<file path="config.mk">
export PLATFORM = sky130hd
export DESIGN_NAME = sd_write_snapshot
export DESIGN_NICKNAME = d
export VERILOG_FILES = /design/src/rtl/sd_write_snapshot.sv
export SDC_FILE = /design/constraint.sdc
export NUM_CORES = 1
export LEC_CHECK = 0
export BUFFER_PORTS_ARGS = -buffer_cell sky130_fd_sc_hd__clkbuf_2
export CORE_MARGIN = 10
export CORE_UTILIZATION = 40
export DETAILED_ROUTE_END_ITERATION = 10
export GPL_TIMING_DRIVEN = 0
export HOLD_SLACK_MARGIN = 0.05
export MAX_ROUTING_LAYER = met4
export PLACE_DENSITY = 0.6
export SYNTH_ARGS = -nofsm -noshare
export SYNTH_HDL_FRONTEND = slang
export SYNTH_SLANG_ARGS = --single-unit
</file>
<file path="constraint.sdc">
create_clock -name clk -period 3.1 [get_ports clk]
set_input_delay 0 -clock clk [delete_from_list [all_inputs] [get_ports clk]]
set_output_delay 0 -clock clk [all_outputs]
set_load 0.01 [all_outputs]
</file>
<file path="src/rtl/sd_write_snapshot.sv">
// sd_write_snapshot: write-side sector sequencer. Copies a frame-buffer region
// into a fixed SD slot, one 512-byte sector per SD write command.
// Optional feature macro: SD_WR_TIMEOUT_EN adds a WAIT-state watchdog that
// aborts the snapshot with err set when the controller never drops wr_busy.
//
// state | meaning
// IDLE  | waiting for snap_req; slot address latched on accept
// ISSUE | one cycle; wr_start_en registered out for the current sector
// WAIT  | controller pulling words; leave on falling edge of wr_busy
// DONE  | one cycle; done pulse registered out, then back to IDLE
module sd_write_snapshot #(
  parameter logic [31:0] BASE_SEC      = 32'd28000,
  parameter logic [31:0] SLOT_SECS     = 32'd1200,
  parameter logic [10:0] SEC_NUM       = 11'd1200,
  parameter logic [8:0]  WORDS_PER_SEC = 9'd256,
  parameter int          ADDR_W        = 19,
  parameter logic [23:0] TIMEOUT_CYC   = 24'd5_000_000
) (
  input  logic              clk,
  input  logic              rst,
  input  logic              snap_req,
  input  logic [1:0]        snap_slot,
  input  logic              wr_busy,
  input  logic              wr_req,
  input  logic [15:0]       src_data,
  output logic              wr_start_en,
  output logic [31:0]       wr_sec_addr,
  output logic [15:0]       wr_data,
  output logic              src_rd_en,
  output logic [ADDR_W-1:0] src_addr,
  output logic              busy,
  output logic              done,
  output logic              err
);

  typedef enum logic [1:0] {IDLE, ISSUE, WAIT, DONE} state_t;

  state_t      state, state_nxt;
  logic        busy_d0, busy_d1;
  logic        busy_fall;
  logic [10:0] sec_cnt;
  logic [8:0]  word_cnt;
  logic [8:0]  word_cnt_nxt;
  logic        word_take;
  logic        last_sec;
  logic        wdog_fire;

  assign busy_fall    = busy_d1 & ~busy_d0;
  assign word_take    = wr_req & (state == WAIT);
  // The word arriving in the same cycle as the busy-fall detect still counts.
  assign word_cnt_nxt = word_cnt + {8'd0, word_take};
  assign last_sec     = (sec_cnt == SEC_NUM - 11'd1);

  assign busy      = (state != IDLE);
  assign src_rd_en = wr_req & busy;
  assign wr_data   = src_data;

`ifdef SD_WR_TIMEOUT_EN
  logic [23:0] wdog;

  // Watchdog down-counter: loaded on ISSUE, runs down through WAIT.
  always_ff @(posedge clk) begin
    if (rst) begin
      wdog <= '0;
    end else if (state == ISSUE) begin
      wdog <= TIMEOUT_CYC - 24'd1;
    end else if (state == WAIT && wdog != 24'd0) begin
      wdog <= wdog - 24'd1;
    end
  end

  // A real busy fall in the terminal cycle wins over the timeout.
  assign wdog_fire = (state == WAIT) && (wdog == 24'd0) && !busy_fall;
`else
  assign wdog_fire = 1'b0;
`endif

  // State register.
  always_ff @(posedge clk) begin
    if (rst) state <= IDLE;
    else     state <= state_nxt;
  end

  // Next-state decode.
  always_comb begin
    state_nxt = state;
    case (state)
      IDLE:    if (snap_req) state_nxt = ISSUE;
      ISSUE:   state_nxt = WAIT;
      WAIT: begin
        if (wdog_fire)      state_nxt = IDLE;
        else if (busy_fall) state_nxt = last_sec ? DONE : ISSUE;
      end
      DONE:    state_nxt = IDLE;
      default: state_nxt = IDLE;
    endcase
  end

  // Sector/word bookkeeping, busy edge detect and registered strobes.
  always_ff @(posedge clk) begin
    if (rst) begin
      busy_d0     <= 1'b0;
      busy_d1     <= 1'b0;
      wr_start_en <= 1'b0;
      done        <= 1'b0;
      wr_sec_addr <= '0;
      sec_cnt     <= '0;
      word_cnt    <= '0;
      src_addr    <= '0;
      err         <= 1'b0;
    end else begin
      busy_d0     <= wr_busy;
      busy_d1     <= busy_d0;
      wr_start_en <= (state == ISSUE);
      done        <= (state == DONE);

      if (word_take) src_addr <= src_addr + {{(ADDR_W-1){1'b0}}, 1'b1};

      case (state)
        IDLE: begin
          if (snap_req) begin
            wr_sec_addr <= BASE_SEC + 32'(snap_slot) * SLOT_SECS;
            sec_cnt     <= '0;
            word_cnt    <= '0;
            src_addr    <= '0;
            err         <= 1'b0;
          end
        end
        WAIT: begin
          if (wdog_fire) begin
            err <= 1'b1;
          end else if (busy_fall) begin
            if (word_cnt_nxt != WORDS_PER_SEC) err <= 1'b1;
            word_cnt <= '0;
            if (!last_sec) begin
              sec_cnt     <= sec_cnt + 11'd1;
              wr_sec_addr <= wr_sec_addr + 32'd1;
            end
          end else begin
            word_cnt <= word_cnt_nxt;
          end
        end
        default: ;
      endcase
    end
  end

endmodule

</file>
==> impl_metrics.env <==
export IMPL_seq_area_frac_synth_pct=38.4
export IMPL_overflow=0
export IMPL_seqPwrFrac_pct=49.7
export IMPL_synth_cell_types=55
export IMPL_end_kind="flop"
export IMPL_antenna_found_initial=0
export IMPL_synth_edf_count=0
export IMPL_syn_avg_cell_area_um2=8.17
export IMPL_dp_hpwl_mm=8.05
export IMPL_ys_ff_latch=78
export IMPL_post_route_period_util_pct=79.4
export IMPL_path_clk_slew_ns=0.08
export IMPL_switchingPower_w=0.000534
export IMPL_p_comb_share_pct=10.7
export IMPL_final_instance_count_excl_fill=726
export IMPL_period_minus_slack_ns=2.46
export IMPL_register_area_mm2=0.00156
export IMPL_crit_fanout=10
export IMPL_placement_io_buffers=77
export IMPL_cp_arrival_ns=2.72
export IMPL_cts_path_max_buffers=2
export IMPL_fillerInstances=1006
export IMPL_n_antenna_cell=0
export IMPL_required_ns=3.36
export IMPL_async_reset_ff_share_pct=0
export IMPL_worstPathCellList="clkbuf_1 > nand3b_1 > inv_1 > ha_1 > and2_1 > nand4_1 > nor3_1 > nor2_1 > a311oi_1"
export IMPL_route_detailed_drc=0
export IMPL_wl_mm=10.6
export IMPL_hp_class="input port to flop"
export IMPL_synth_warnings=0
export IMPL_clockRootBuffer="clkbuf_8"
export IMPL_crit_path_max_incr_delay_ns=0.33
export IMPL_setup_viol=0
export IMPL_drt_initial_drc_count=214
export IMPL_critPathKind="flop to flop"
export IMPL_vdd_drop_max_uv=186
export IMPL_internal_power_w=0.00156
export IMPL_fin_worst_skew_ns=0.00855
export IMPL_cts_made_buffers=9
export IMPL_pwr_share_clk_pct=39.6
export IMPL_finalWeightedCongestion=0.875
export IMPL_hold_slack_ns=0.119
export IMPL_tns_ns=0
export IMPL_initial_core_util_pct=41.4
export IMPL_worst_skew_pair_late_latency_ns=0.35
export IMPL_power_density_mw_per_mm2=431
export IMPL_syn_area_mm2=0.00406
export IMPL_grtUsageTotal_pct=14.9
export IMPL_p_leak_nw=1.86
export IMPL_grt_max_degree=13
export IMPL_viasPerCell=5.28
export IMPL_fin_nets=621
export IMPL_num_rows=36
export IMPL_max_slew_margin_rel_pct=52.3
export IMPL_io_pins=95
export IMPL_first_pass_iters=4
export IMPL_synthesis_instances=497
export IMPL_vias=3834
export IMPL_syn_num_nets=530
export IMPL_maxSlewViolCount=0
export IMPL_chipHeight_um=121
export IMPL_die_area_mm2=0.0146
export IMPL_dp_cells=707
export IMPL_drv_cap=0
export IMPL_grt_setup_unrepaired="false"
export IMPL_status="completed"
export IMPL_crit_path_top_delay_cell="dfxtp_1"
export IMPL_cts_sinks=78
export IMPL_ant_nets=0
export IMPL_core_area_mm2=0.00982
export IMPL_wl_per_cell_um=14.7
export IMPL_cts_tree="yes"
export IMPL_drive_gt1_share_pct=21.8
export IMPL_area_growth_pct=19.7
export IMPL_fmax_mhz=406
export IMPL_swShare_pct=25.4
export IMPL_grt_pass1_wl_mm=17.8
export IMPL_max_slew_worst_pin_slew_ns=0.711
export IMPL_htree_levels=3
export IMPL_synth_ff_type="dfxtp_1"
export IMPL_multiInputGateArea_mm2=0.00223
export IMPL_hold_viol=0
export IMPL_grt_pass1_vias=3672
export IMPL_cp_start_kind="flop"
export IMPL_postCtsSetupBuffers=0
export IMPL_die_w_um=121
worst paths after layout:
kind	from	endpoint	slack (ns)	depth (start not counted)
worst max-delay path	state[0]$_SDFFE_PP0P_	word_cnt[7]$_SDFFE_PP0P_	0.64	9
worst min-delay path	wr_req	src_addr[2]$_SDFF_PP0_	0.12	4
worst max register to register	state[0]$_SDFFE_PP0P_	word_cnt[7]$_SDFFE_PP0P_	0.64	9
worst min register to register	sec_cnt[1]$_SDFFE_PP0P_	sec_cnt[1]$_SDFFE_PP0P_	0.48	2
layout make-up:
cell class	instances	area share [%]
plain buffers	39	4.66
clock buffers	13	3.68
clock inverters	3	0.823
inverters	11	0.849
multi-input cells	369	45.9
flip-flops and latches	78	32.1
well taps	133	3.42
repair buffers	80	8.54
layer usage:
layer  part of all wire, %  vias to the layer above  global-route usage, %
met5                     0                        -                      -
met4                  0.93                        0                   5.05
met3                   5.3                        9                   3.72
met2                    49                       80                   24.0
met1                    45                     1798                   17.8
li1                      -                     1947                      -
state kept, by name, indices dropped and copies added (netlist names):
| signal | flops |
|---|---|
| done | 1 |
| wr_start_en | 1 |
| err | 1 |
| wr_sec_addr | 32 |
| busy_d0 | 1 |
| state | 2 |
| busy_d1 | 1 |
| src_addr | 19 |
| word_cnt | 9 |
| sec_cnt | 11 |
layout by cell type (no fill, tap or decap), drive strengths merged, types with 17 or more instances in the layout:
cell type  instances
clkbuf           105
dfxtp             78
nor2              62
a21oi             43
nand2             37
nand3             29
o21ai             28
buf               24
nand4             18
xnor2             17
xor2              17
logic make-up (layout without fill, tap and decap cells):
logic type      after synthesis  after routing  share of synthesized area, %
simple gates                227            227                          30.4
compound gates               96             96                          13.7
flops                        78             78                          38.4
buf+inv                      50            146                          6.59
xor+xnor                     34             34                          7.33
fa+ha+maj                    10             10                          3.08
mux                           2              2                         0.493
through the flow:
step	worst slack [ns]	utilization, %	cell area [um2]	total power, W
final	0.638	49.5	4860	0.00210
after floorplan	1.05	-	4060	0.00121
after global routing	0.390	49.5	4860	0.00220
after detailed placement	0.703	47.0	4610	0.00129
after CTS	0.671	49.5	4860	0.00213
after global placement	0.680	47.0	4610	0.00129
timing repair:
item,CTS,global route
endpoints found under the hold margin,5,0
hold buffers,3,0
gates resized for setup,0,0
critical path, delay by kind of cell, from the launching register on:
| family | cells | cell delay [ns] |
|---|---|---|
| simple gates | 5 | 1.08 |
| buf+inv | 2 | 0.41 |
| flops | 1 | 0.33 |
| fa+ha+maj | 1 | 0.30 |
| compound gates | 1 | 0.24 |
power by group through the flow:
stage	registers, W	logic (W)	clock network (W)
2_1_floorplan	0.00107	0.000139	0
3_3_place_gp	0.00107	0.000223	0
3_5_place_dp	0.00107	0.000225	0
4_1_cts	0.00104	0.000228	0.000855
5_1_grt	0.00105	0.000251	0.000901
6_report	0.00104	0.000225	0.000830
cell usage after synthesis (2+ instances only):
master / instances / area share (%)
nand2b_1: 6 / 0.92
nand3_1: 26 / 3.2
mux2i_1: 2 / 0.49
ha_1: 10 / 3.1
a31oi_1: 2 / 0.31
a22oi_1: 3 / 0.55
and2_1: 2 / 0.31
nand4bb_1: 2 / 0.55
nor2b_1: 4 / 0.62
nand2_1: 36 / 3.3
dfxtp_1: 78 / 38
inv_1: 11 / 1.0
o32ai_1: 2 / 0.43
o21ai_0: 25 / 3.1
buf_2: 4 / 0.49
a21o_1: 3 / 0.55
clkbuf_1: 15 / 1.4
a21oi_1: 42 / 5.2
xor2_1: 17 / 3.7
a311oi_1: 5 / 1.1
buf_4: 18 / 3.3
nand4b_1: 3 / 0.65
o31ai_1: 5 / 0.92
or4_1: 2 / 0.37
nand3_2: 3 / 0.74
o21ai_1: 3 / 0.37
nor4_1: 13 / 2.0
and4_1: 3 / 0.65
nor2_1: 61 / 5.6
nand3b_1: 2 / 0.37
nor3_1: 10 / 1.2
nor3b_1: 5 / 0.92
nand4_1: 16 / 2.5
xnor2_1: 17 / 3.7
and3_1: 8 / 1.2
or3_1: 14 / 2.2
(Power assumes the default switching activity.)
